## src/rtl/rv32i_types_pkg.sv

```systemverilog
// Shared core types: CDB result bundle, functional-unit select, FU count.
// Imported by the CDB arbiter and its result FIFO.
package rv32i_types;

    localparam int ROB_IDX_BITS  = 5;
    localparam int CDB_PD_BITS   = 6;
    localparam int ARCH_REG_BITS = 5;
    localparam int NUM_FU        = 3;

    typedef struct packed {
        logic                     valid;
        logic [ROB_IDX_BITS-1:0]  rob_idx;
        logic [CDB_PD_BITS-1:0]   pd_s;
        logic [ARCH_REG_BITS-1:0] rd_s;
        logic [31:0]              rd_v;
    } cdb_t;

    typedef enum logic [1:0] {
        FU_ADD = 2'd0,
        FU_MUL = 2'd1,
        FU_DIV = 2'd2
    } fu_sel_t;

endpackage

```

## src/rtl/cdb_arbiter_fifo.sv

```systemverilog
// cdb_fifo: DEPTH-entry cdb_t result FIFO with same-edge push/pop and flush.
// Ports: clk, rst, flush, push, pop, din -> head (oldest entry), count.
module cdb_fifo
    import rv32i_types::*;
#(
    parameter int DEPTH = 4
) (
    input  logic                     clk,
    input  logic                     rst,
    input  logic                     flush,
    input  logic                     push,
    input  logic                     pop,
    input  cdb_t                     din,
    output cdb_t                     head,
    output logic [$clog2(DEPTH):0]   count
);

    localparam int AW = $clog2(DEPTH);
    localparam logic [AW:0] FULL_CNT = (AW+1)'(DEPTH);

    cdb_t           mem [DEPTH];
    logic [AW-1:0]  rd_ptr;
    logic [AW-1:0]  wr_ptr;
    logic           do_push;
    logic           do_pop;

    // A pop in the same edge frees a slot, so a push into a full FIFO is legal then.
    assign do_pop  = pop && (count != '0);
    assign do_push = push && ((count != FULL_CNT) || do_pop);
    assign head    = mem[rd_ptr];

    always_ff @(posedge clk) begin
        if (rst || flush) begin
            rd_ptr <= '0;
            wr_ptr <= '0;
            count  <= '0;
        end else begin
            if (do_push) wr_ptr <= wr_ptr + AW'(1);
            if (do_pop)  rd_ptr <= rd_ptr + AW'(1);
            count <= count + (AW+1)'(do_push) - (AW+1)'(do_pop);
        end
    end

    always_ff @(posedge clk) begin
        if (!rst && !flush && do_push) begin
            mem[wr_ptr] <= din;
        end
    end

endmodule

```

## src/rtl/cdb_arbiter.sv

```systemverilog
// cdb_arbiter: merges add/mul/div results onto one registered CDB, round-robin,
// with per-FU FIFOs, bypass, issue back-pressure (ready_*) and sticky overflow_err.
// Ports: clk, rst, flush, cdb_add/mul/div in; ready_add/mul/div, cdb_out, overflow_err out.
// Optional CDB_ARB_PERF_EN adds stall_cycles_add/mul/div saturating 32-bit counters.
module cdb_arbiter
    import rv32i_types::*;
#(
    parameter int QUEUE_DEPTH   = 4,
    parameter int PHYS_REG_BITS = 6
) (
    input  logic        clk,
    input  logic        rst,
    input  logic        flush,
    input  cdb_t        cdb_add,
    input  cdb_t        cdb_mul,
    input  cdb_t        cdb_div,
    output logic        ready_add,
    output logic        ready_mul,
    output logic        ready_div,
    output cdb_t        cdb_out,
    output logic        overflow_err
`ifdef CDB_ARB_PERF_EN
   ,output logic [31:0] stall_cycles_add,
    output logic [31:0] stall_cycles_mul,
    output logic [31:0] stall_cycles_div
`endif
);

    localparam int CW = $clog2(QUEUE_DEPTH) + 1;
    localparam logic [CW-1:0] FULL_CNT = CW'(QUEUE_DEPTH);
    localparam logic [CW-1:0] RDY_MAX  = CW'(QUEUE_DEPTH - 2);

    cdb_t              in_a   [NUM_FU];
    cdb_t              head_a [NUM_FU];
    cdb_t              cand_d [NUM_FU];
    logic [CW-1:0]     cnt    [NUM_FU];
    logic [NUM_FU-1:0] cand;
    logic [NUM_FU-1:0] grant;
    logic [NUM_FU-1:0] pop;
    logic [NUM_FU-1:0] push;
    logic [NUM_FU-1:0] drop;
    logic [NUM_FU-1:0] rdy;
    cdb_t              win;
    cdb_t              out_q;
    fu_sel_t           rr_q;
    fu_sel_t           rr_d;
    logic              ovf_q;

    assign in_a[0] = cdb_add;
    assign in_a[1] = cdb_mul;
    assign in_a[2] = cdb_div;

    for (genvar i = 0; i < NUM_FU; i++) begin : g_fu
        logic empty;
        logic full;

        assign empty = (cnt[i] == '0);
        assign full  = (cnt[i] == FULL_CNT);

        // Head of queue has priority; the live input competes only when empty.
        assign cand[i]   = !empty || in_a[i].valid;
        assign cand_d[i] = empty ? in_a[i] : head_a[i];

        assign pop[i]  = grant[i] && !empty;
        // A bypassed winner goes straight to the CDB and is not queued.
        assign push[i] = in_a[i].valid && !(grant[i] && empty);
        assign drop[i] = in_a[i].valid && full && !pop[i];
        assign rdy[i]  = (cnt[i] <= RDY_MAX);

        cdb_fifo #(
            .DEPTH (QUEUE_DEPTH)
        ) u_fifo (
            .clk   (clk),
            .rst   (rst),
            .flush (flush),
            .push  (push[i]),
            .pop   (pop[i]),
            .din   (in_a[i]),
            .head  (head_a[i]),
            .count (cnt[i])
        );
    end

    assign ready_add = rdy[0];
    assign ready_mul = rdy[1];
    assign ready_div = rdy[2];

    always_comb begin
        grant = '0;
        unique case (rr_q)
            FU_ADD: begin
                if      (cand[0]) grant = 3'b001;
                else if (cand[1]) grant = 3'b010;
                else if (cand[2]) grant = 3'b100;
            end
            FU_MUL: begin
                if      (cand[1]) grant = 3'b010;
                else if (cand[2]) grant = 3'b100;
                else if (cand[0]) grant = 3'b001;
            end
            FU_DIV: begin
                if      (cand[2]) grant = 3'b100;
                else if (cand[0]) grant = 3'b001;
                else if (cand[1]) grant = 3'b010;
            end
            default: grant = '0;
        endcase
    end

    always_comb begin
        win  = '0;
        rr_d = rr_q;
        unique case (1'b1)
            grant[0]: begin
                win  = cand_d[0];
                rr_d = FU_MUL;
            end
            grant[1]: begin
                win  = cand_d[1];
                rr_d = FU_DIV;
            end
            grant[2]: begin
                win  = cand_d[2];
                rr_d = FU_ADD;
            end
            default: begin
                win  = '0;
                rr_d = rr_q;
            end
        endcase
    end

    always_ff @(posedge clk) begin
        if (rst) begin
            out_q <= '0;
            rr_q  <= FU_ADD;
            ovf_q <= 1'b0;
        end else if (flush) begin
            out_q.valid <= 1'b0;
        end else begin
            if (|grant) begin
                out_q.valid   <= 1'b1;
                out_q.rob_idx <= win.rob_idx;
                out_q.pd_s    <= win.pd_s[PHYS_REG_BITS-1:0];
                out_q.rd_s    <= win.rd_s;
                out_q.rd_v    <= win.rd_v;
            end else begin
                out_q.valid <= 1'b0;
            end
            rr_q <= rr_d;
            if (|drop) ovf_q <= 1'b1;
        end
    end

    assign cdb_out      = out_q;
    assign overflow_err = ovf_q;

`ifdef CDB_ARB_PERF_EN
    logic [31:0] stall_q [NUM_FU];

    always_ff @(posedge clk) begin
        if (rst) begin
            for (int i = 0; i < NUM_FU; i++) stall_q[i] <= '0;
        end else if (!flush) begin
            for (int i = 0; i < NUM_FU; i++) begin
                if (cand[i] && !grant[i] && (stall_q[i] != '1)) begin
                    stall_q[i] <= stall_q[i] + 32'd1;
                end
            end
        end
    end

    assign stall_cycles_add = stall_q[0];
    assign stall_cycles_mul = stall_q[1];
    assign stall_cycles_div = stall_q[2];
`endif

endmodule

```

## config.mk

```make
export PLATFORM = sky130hd
export DESIGN_NAME = cdb_arbiter
export DESIGN_NICKNAME = d
export VERILOG_FILES = /design/src/rtl/rv32i_types_pkg.sv /design/src/rtl/cdb_arbiter_fifo.sv /design/src/rtl/cdb_arbiter.sv
export SDC_FILE = /design/constraint.sdc
export NUM_CORES = 1
export LEC_CHECK = 0
export BUFFER_PORTS_ARGS = -buffer_cell sky130_fd_sc_hd__buf_2
export CORE_MARGIN = 2
export CORE_UTILIZATION = 60
export CTS_BUF_LIST = sky130_fd_sc_hd__clkbuf_16
export DETAILED_ROUTE_END_ITERATION = 12
export MAX_ROUTING_LAYER = met4
export PLACE_DENSITY = 0.8
export REMOVE_ABC_BUFFERS = 1
export SKIP_CTS_REPAIR_TIMING = 1
export SYNTH_ARGS = -nofsm -noshare
export SYNTH_HDL_FRONTEND = slang
export SYNTH_HIERARCHICAL = 1
export SYNTH_SLANG_ARGS = --single-unit
```

## constraint.sdc

```tcl
create_clock -name clk -period 4.05 [get_ports clk]
set_input_delay 0 -clock clk [delete_from_list [all_inputs] [get_ports clk]]
set_output_delay 0 -clock clk [all_outputs]
set_load 0.02 [all_outputs]
```

======== Word level (Yosys, flattened, before mapping) ========
Memories as Yosys holds them, arrays and structs flattened. A register that Yosys moved wholly into a read port is not among the register bits.
Index checks and enable logic that the tools add are counted.
word-level totals
  bits in registers ....................... 73
  bits in writable memories ............... 588
  bits of input ports ..................... 150
  output and inout bits ................... 53
  word-level logic and storage cells ...... 128
  memories kept ........................... 3
operators by class
  $add $sub $neg .......................... 12
  magnitude comparators ................... 3
  equal/unequal tests ..................... 8
  mux-type cells .......................... 28
  bitwise logic cells ..................... 1
  reduce and logical (&&, ||, !) cells .... 57
memory list
  name                depth  width  rd ports  clocked after memory_dff  wr ports  RTL line                text
  g_fu[0].u_fifo.mem  4      49     1         1                         1         cdb_arbiter_fifo.sv:21  cdb_t mem [DEPTH];
  g_fu[1].u_fifo.mem  4      49     1         1                         1         cdb_arbiter_fifo.sv:21
  g_fu[2].u_fifo.mem  4      49     1         1                         1         cdb_arbiter_fifo.sv:21
operators by type and width
  kind                   count
  $mux W48               3
  $pmux W48 S3           1
  $logic_and A1 B1 Y1    25
  $mux W3                6
  $mux W2                8
  $add A2 B1 Y2 const B  6
  $reduce_bool A3 Y1     4
  $logic_not A1 Y1       11
  $add A3 B1 Y3          3
  $eq A3 B3 Y1 const B   3
  $le A3 B2 Y1 const B   3
  $logic_not A3 Y1       3
  $ne A3 B3 Y1 const B   3
  $pmux W3 S3            1
  $sub A3 B1 Y3          3
  $mux W1                8
  $logic_or A1 B1 Y1     7
  $pmux W2 S3            1
  $reduce_and A2 Y1      3
  $reduce_or A3 Y1       2
  $eq A2 B1 Y1 const B   1
  $eq A2 B2 Y1 const B   1
  $logic_not A2 Y1       1
  $reduce_or A2 Y1       1
  $not A1 Y1             1

======== Depth between registers and ports, before layout ========
Gate-level depths: netlist (run 1).
  depth after elaboration ................. 14
  mapped depth ............................ 15
  gate-level depth less buffers ........... 14

======== Modules after synthesis ========
The synthesis (run 1) kept the hierarchy.
modules (own cells, without submodules)
  module       times used  cells an instance  area an instance (um^2)  sequential area each (um^2)
  cdb_fifo     3           302                7,548.5                  6,065.8
  cdb_arbiter  1           553                4,033.9                  1,041.0

======== Worst setup path after synthesis (run 1) ========
OpenSTA, ideal clock, no wires.
  path type ............................... flip-flop to flip-flop
  start ................................... register g_fu[2].u_fifo.count[1]
  end ..................................... memory g_fu[0].u_fifo/mem[0][0] (netlist name) (enable)
  library setup time ...................... 0.412 ns
  arrival ................................. 3.221 ns
  setup slack ............................. 0.418 ns
  stages on the path, launching flop included .. 7
  buffers on the path ..................... 1
  clock period less this slack ............ 3.632 ns
  path through ............................ dfxtp_1 > or4_1 > a21o_1 > a21boi_2 > clkbuf_1 > o41a_1 > and3_1
on the way
  cells in the longest elaborated chain, start to end .. 13
  elaborated cells on any way between the ends .. 17
  classes of those cells .................. mux (6); reduce/logical (11)
ends and longest elaborated chain
  item                             RTL line                text
  start, declared                  cdb_arbiter_fifo.sv:15  output logic [$clog2(DEPTH):0] count
  start signal, assigned           cdb_arbiter_fifo.sv:40  count <= count + (AW+1)'(do_push) - (AW+1)'(do_pop);
  $logic_not A3 Y1 *               cdb_arbiter.sv:57       assign empty = (cnt[i] == '0);
  $logic_not A1 Y1 *               cdb_arbiter.sv:61       assign cand[i] = !empty || in_a[i].valid;
  $logic_or A1 B1 Y1 *             cdb_arbiter.sv:61
  $mux W3                          cdb_arbiter.sv:98       else if (cand[2]) grant = 3'b100;
  $mux W3                          cdb_arbiter.sv:97       if (cand[1]) grant = 3'b010;
  $pmux W3 S3 *                    cdb_arbiter.sv:90       unique case (rr_q)
  $logic_and A1 B1 Y1 *            cdb_arbiter.sv:64       assign pop[i] = grant[i] && !empty;
  named net pop[0]                 cdb_arbiter.sv:39       logic [NUM_FU-1:0] pop;
  $logic_and A1 B1 Y1 *            cdb_arbiter_fifo.sv:28  assign do_pop = pop && (count != '0);
  $logic_or A1 B1 Y1 *             cdb_arbiter_fifo.sv:29  assign do_push = push && ((count != FULL_CNT) || do_pop);
  $logic_and A1 B1 Y1 *            cdb_arbiter_fifo.sv:29
  $logic_and A1 B1 Y1 *            cdb_arbiter_fifo.sv:45  if (!rst && !flush && do_push) begin
  $mux W1 *                        cdb_arbiter_fifo.sv:45
  $mux W1 (implied by the code) *  cdb_arbiter_fifo.sv:46  mem[wr_ptr] <= din;
  end, declared                    cdb_arbiter_fifo.sv:21
Mark *: on every way through the listed nets, which the timed path passes. The rest lies on a longest branch.

======== Worst setup path after layout (run 1) ========
  start ................................... register g_fu[2].u_fifo.count[1]
  end ..................................... register g_fu[1].u_fifo.count[2]
on the way
  cells in the longest elaborated chain, start to end .. 11
  elaborated cells on any way between the ends .. 14
  classes of those cells .................. add/sub (2); mux (2); reduce/logical (10)
ends and longest elaborated chain
  item                   RTL line                text
  $logic_not A3 Y1 *     cdb_arbiter.sv:57
  $logic_not A1 Y1 *     cdb_arbiter.sv:61
  $logic_or A1 B1 Y1 *   cdb_arbiter.sv:61
  $mux W3 *              cdb_arbiter.sv:102      if (cand[2]) grant = 3'b100;
  $pmux W3 S3 *          cdb_arbiter.sv:90
  $logic_and A1 B1 Y1 *  cdb_arbiter.sv:64
  named net pop[1]       cdb_arbiter.sv:39
  $logic_and A1 B1 Y1 *  cdb_arbiter_fifo.sv:28
  $logic_or A1 B1 Y1     cdb_arbiter_fifo.sv:29
  $logic_and A1 B1 Y1    cdb_arbiter_fifo.sv:29
  $add A3 B1 Y3          cdb_arbiter_fifo.sv:40
  $sub A3 B1 Y3 *        cdb_arbiter_fifo.sv:40
  end signal, assigned   cdb_arbiter_fifo.sv:40
  end, declared          cdb_arbiter_fifo.sv:15
Marked as above.
A chain may end at the register's enable or synchronous reset.

==> flow_metrics.tcl, run 1 <==
set metrics [dict create \
    die_w_um 213.2 \
    hold_class "in2reg" \
    worstReg2RegEnd "g_fu[1].u_fifo/count[2]" \
    insertion_delay_ps 630 \
    syn-cell-area_um2 26250 \
    timing.rr.start "g_fu[2].u_fifo/count[1]" \
    drv_slew 0 \
    holdPathEnd "g_fu[0].u_fifo/wr_ptr[0]" \
    cp-end-kind "register" \
    start_util_pct 60.81 \
    gr-total-overflow 0 \
    syn2layout_area_growth_pct 19.29 \
    grt_usage_pct 29.41 \
    final_util_pct 72.54 \
    timing.final.crit_share_pct 91.46 \
    critical_path.max_fanout 11 \
    cts.clk_slew.worst_paths_ps 70 \
    die_h_um 213.2 \
    rsz0062_at_grt "no" \
    cts_tree "built" \
    yosysWarnings 6 \
    die_area_um2 45440 \
    whs_path_depth 5 \
    ant_nets 0 \
    hold_slack_ps 87.09 \
    cts_sinks 655 \
    clockBufferDepth 3 \
    dp_hpwl_mm 35.82 \
    startpoint_type "register" \
    relSlewSlack_pct 16.62 \
    worst_pin_slew_ps 1251 \
    cts.htree.levels 2 \
    io_pins 203 \
    drt-initial-drc-count 1934 \
    finalHoldViolCount 0 \
    drive_above_1_share_pct 27.46 \
    setup_violations 0 \
    grt_pass1_vias 15457 \
    place.gp.congestion 0.7967 \
    wl_mm 65.43 \
    coreArea_um2 43170 \
    period_needed_ps 3704 \
    cts_buffers 61 \
    fin_worst_skew_ps 29.22 \
    antenna_found_initial 8 \
    max_clock_freq_mhz 270.0 \
    reg2reg_setup_slack_ps 350 \
    io_buffer_count 202 \
    grt_pass1_wl_mm 94.22 \
    p_per_area_nw_per_um2 461.9 \
    first_pass_iters 7 \
    netlist_instances 1444 \
    grt_max_degree 51 \
    num_rows 76 \
    r2r_cells 14 \
    status "finished, final reports clean" \
    p_leak_nw 10.10 \
    critPathRequiredTime_ps 4530 \
    via_per_inst 6.544 \
    min_from "cdb_add[48]" \
    num_vias 15843 \
    post_drt_wl_per_cell_um 27.03 \
    cap_violations 0 \
    vdd_ir_drop_max_uv 429.5 \
    root_buffer "clkbuf_16" \
    fill_cells 2499 \
    drcViolationCount 0 \
    worst-setup-path-type "reg2reg" \
    arrival_ps 4190 \
    syn_avg_cell_area_um2 18.18 \
    nNetsFinal 1950 \
]
[cell type report]
class | instances | area (um2) | share of cell area [%]
Antenna cell | 8 | 20.02 | 0.06393
Multi-Input combinational cell | 671 | 6864 | 21.92
Sequential cell | 655 | 18900 | 60.35
Clock inverter | 50 | 518.0 | 1.654
Inverter | 20 | 75.07 | 0.2397
Timing Repair Buffer | 370 | 2658 | 8.486
Tap cell | 585 | 732.0 | 2.337
Clock buffer | 62 | 1551 | 4.954
[report_power, final]
part           total, mW  leakage [nW]  switching [mW]  internal [mW]
clock               5.89          1.02            2.47           3.42
sequential          7.51          5.84          0.0638           7.44
combinational       1.07          3.24           0.665          0.402
[worst max-delay path by stage]
stage | from | slack, ps | cells after the start | endpoint
3_5_place_dp | g_fu[2].u_fifo/count[1] | 410 | 14 | g_fu[1].u_fifo/count[2]
2_1_floorplan | g_fu[1].u_fifo/count[1] | -1000 | 12 | g_fu[1].u_fifo/count[2]
6_report | g_fu[2].u_fifo/count[1] | 350 | 14 | g_fu[1].u_fifo/count[2]
4_1_cts | g_fu[2].u_fifo/count[1] | 390 | 14 | g_fu[1].u_fifo/count[2]
3_3_place_gp | g_fu[2].u_fifo/count[1] | 560 | 14 | g_fu[1].u_fifo/count[2]
5_1_grt | g_fu[1].u_fifo/count[1] | 120 | 13 | g_fu[0].u_fifo/count[2]
[routing by layer]
| layer | share of wire (%) | wire length, um | vias to the layer above | global-route usage, % |
|---|---|---|---|---|
| met5 | 0 | 0 | - | - |
| met4 | 2.8 | 1803 | 0 | 11.06 |
| met3 | 9.9 | 6474 | 153 | 6.633 |
| met2 | 50 | 32700 | 1001 | 45.46 |
| met1 | 37 | 24450 | 8087 | 38.88 |
| li1 | - | - | 6602 | - |
[worst max-delay path: stages (launching register included)]
cell and delay [ps]:
dfxtp_1 430, or4_1 600, o21a_2 230, or2_2 320
nor2_1 190, o41a_1 320, inv_1 90, ha_1 300
inv_1 70, ha_1 140, inv_1 60, fa_1 410
xnor2_1 180, xnor2_1 140, nor3_1 70
[flip-flops by register name (all words and copies together) (netlist names), named ones only]
name	flops
g_fu.u_fifo/mem	576
cdb_out	49
g_fu.u_fifo/count	9
g_fu.u_fifo/rd_ptr	6
g_fu.u_fifo/wr_ptr	6
rr_q	2
overflow_err	1
[placed cells by master (no fill, tap or decap), types with 9 or more instances in the layout]
cell and n:
edfxtp_1 576, buf_2 201, dlygate4sd3_1 148, mux4_2 138
nand2_1 113, a211oi_1 96, dfxtp_1 73, clkbuf_16 62
nor2_1 55, nand3_1 49, a311oi_1 48, inv_1 28
a22oi_1 28, a22oi_2 20, buf_4 20, nor3_1 19
ha_1 18, clkinv_1 13, and3_4 12, bufinv_16 10
xnor2_1 9
[stage by stage]
stage | instances | worst slack [ps] | total power [mW] | cell area, um2 | setup TNS (ps)
3_5_place_dp | 2153 | 408.9 | 8.566 | 27750 | 0
4_1_cts | 2265 | 389.5 | 14.36 | 29810 | 0
6_report | 2421 | 345.8 | 14.47 | 31320 | 0
5_1_grt | 2421 | 117.8 | 14.83 | 31320 | 0
2_1_floorplan | 1346 | -1004 | 8.110 | 25690 | -350250
3_3_place_gp | 2153 | 555.4 | 8.527 | 27750 | 0
Note: power is estimated with default switching activity, not from simulation.
==> run 2, diff against run 1 <==
Settings changed: CTS_BUF_LIST sky130_fd_sc_hd__clkbuf_16 to not set, SYNTH_HIERARCHICAL 1 to not set.
Clock period 4.05 ns to 4.15 ns, I/O delays scaled along.
==> flow_metrics.tcl, run 2 <==
set metrics [dict create \
    rsz0062_at_grt "no" \
    die_w_um 214.4 \
    via_per_inst 6.624 \
    io_buffer_count 202 \
    worst_pin_slew_ps 1002 \
    cts.htree.levels 2 \
    syn2layout_area_growth_pct 20.30 \
    fin_ws_ps 863.8 \
    cp-end-kind "register" \
    pwr-share-seq_pct 40.1 \
    final_common_cell "edfxtp_1" \
    synth.area.mux_share_pct 16.36 \
    first_pass_iters 6 \
    p_leak_nw 10.59 \
    reg2reg_setup_slack_ps 860 \
    drt-initial-drc-count 2402 \
    fin_worst_skew_ps 32.89 \
    synth_edf_count 576 \
    p_comb_share_pct 31.0 \
    nNetsFinal 1979 \
    clockBufferDepth 3 \
    max_clock_freq_mhz 304.3 \
    timing.final.crit_share_pct 79.19 \
    largest-register "g_fu.u_fifo.mem" \
    final_cell_mix "576 x edfxtp_1, 202 x buf_2, 145 x dlygate4sd3_1, 144 x mux4_2, 96 x mux2_2" \
    gr-total-overflow 0 \
    die_h_um 214.4 \
    drv_slew 0 \
    num_rows 77 \
    insertion_delay_ps 640 \
    cts_sinks 655 \
    grt_max_degree 52 \
    synth_top_family_by_area "multiplexers" \
    relSlewSlack_pct 32.98 \
    ant_nets 0 \
    grt_usage_pct 30.31 \
    status "finished, final reports clean" \
    place.gp.congestion 0.9012 \
    crit_chain "nor4_1, o31ai_1, a211oi_2, and3_2, buf_4" \
    yosysTopAreaCell "edfxtp_1" \
    yosysWarnings 0 \
    vdd_ir_drop_max_uv 678.5 \
    place_ws_ps 986.0 \
    arrival_ps 3570 \
    cap_violations 0 \
    dp_hpwl_mm 40.41 \
    coreArea_um2 43930 \
    critPathSlowestCell "and3_2" \
    synth_area_leaders "edfxtp_1 65%, mux4_2 12%, dfxtp_1 6.0%, mux2_2 4.1%, a221oi_1 1.6%" \
    grtUsageMet2_pct 46.18 \
    startpoint_type "register" \
    syn-cell-area_um2 26550 \
    num_vias 16308 \
    post_drt_wl_per_cell_um 28.23 \
    synthDistinctLibCells 52 \
    setup_violations 0 \
    synth-adder-area-share_pct 1.169 \
    register_area_um2 18890 \
    synth_common_cells "576 x edfxtp_1, 144 x mux4_2, 96 x mux2_2, 79 x dfxtp_1, 73 x clkbuf_1" \
    cts_buffers 60 \
    die_area_um2 45950 \
    synthArstFlopShare_pct 0 \
    hold_class "in2reg" \
    drcViolationCount 0 \
    largest_reg_flops 576 \
    switching_power_mw 6.555 \
    grt_pass1_vias 15901 \
    drive_above_1_share_pct 33.58 \
    cts.clk_slew.worst_paths_ps 70 \
    dpl.cell_count 2191 \
    final_util_pct 72.71 \
    p_per_area_nw_per_um2 625.3 \
    ys_seq_area_share_pct 71.10 \
    synth_compound_area_share_pct 4.990 \
    finalHoldViolCount 0 \
    period_needed_ps 3286 \
    use_met3_pct 7.291 \
    grt_pass1_wl_mm 99.63 \
    synth.most_common_cell "edfxtp_1" \
    io_pins 203 \
    instances_no_fill 2462 \
    root_buffer "clkbuf_16" \
    synth_ff_type "edfxtp_1" \
    critPathRequiredTime_ps 4440 \
    syn_avg_cell_area_um2 18.22 \
    synth_seq_cells 655 \
    synth_top_cell_area_share_pct 65.14 \
    wl_mm 69.49 \
    cts_tree "built" \
    critical_path.max_fanout 22 \
    start_util_pct 60.44 \
    switching_share_pct 32.82 \
    pwr-share-clk_pct 28.9 \
    grt_use_met1_pct 40.77 \
    cpPeakStageDelay_ps 830 \
    yosys.area_share.simple_pct 4.081 \
    netlist_instances 1457 \
    multiInputGateArea_um2 7218 \
    fill_cells 2592 \
    grt_busiest_layer "met2" \
    worst-setup-path-type "reg2reg" \
    antenna_found_initial 12 \
    synth_xor_area_share_pct 0.3628 \
    power.internal_mw 13.42 \
]
-- run 2: final timing paths --
| check | depth (start not counted) | start | endpoint |
|---|---|---|---|
| min reg2reg | 2 | overflow_err | overflow_err |
| max | 5 | g_fu[0].u_fifo.count[0] | g_fu[1].u_fifo.mem[3][11] |
| min | 3 | rst | cdb_out[48] |
| max reg2reg | 5 | g_fu[0].u_fifo.count[0] | g_fu[1].u_fifo.mem[3][11] |
-- run 2: cells by family after synthesis --
family	Yosys count
buffers and inverters	126
DFF	655
AOI/OAI and AO/OA	176
muxes	242
adders and majority gates	23
and+or+nand+nor	224
xor gates and xnor gates	11
-- run 2: cell type report --
type                       count  share of cell area (%)
antenna                       12                 0.09401
clock buffer                  74                   5.119
clock inverter                40                   1.355
inverter                      24                  0.2820
multi-input combinational    676                   22.60
sequential                   655                   59.15
tap                          592                   2.319
timing repair buffer         389                   9.087
-- run 2: metal layers --
metal	wire length, um	share of wire (%)
met2	33930	49
met1	25580	37
met3	7744	11
met5	0	0
met4	2247	3.2
-- run 2: stage by stage --
stage / area [um2] / hold slack, ps / setup TNS, ps / power (mW)
after floorplan: 26130 / 64.65 / -646350 / 12.04
after global placement: 28390 / 222.6 / 0 / 13.80
after detailed placement: 28390 / 228.7 / 0 / 13.95
after CTS: 30460 / -428.8 / 0 / 19.71
after global routing: 31940 / 67.27 / 0 / 20.57
final: 31940 / 43.54 / 0 / 19.97
-- run 2: power groups by stage --
| stage | sequential [mW] | clock, mW | combinational [mW] |
|---|---|---|---|
| 6_report | 8.02 | 5.77 | 6.18 |
| 5_1_grt | 8.06 | 6.02 | 6.48 |
| 4_1_cts | 8.02 | 5.79 | 5.90 |
| 3_5_place_dp | 8.15 | 0 | 5.81 |
| 3_3_place_gp | 8.12 | 0 | 5.68 |
| 2_1_floorplan | 8.29 | 0 | 3.75 |
-- run 2: critical path, delay by kind of cell (launching register included) --
| family | cells | cell delay (ps) |
|---|---|---|
| AND/OR/NAND/NOR | 2 | 1460 |
| AO/OA/AOI/OAI | 2 | 670 |
| flip-flops | 1 | 370 |
| buffers and inverters | 1 | 420 |
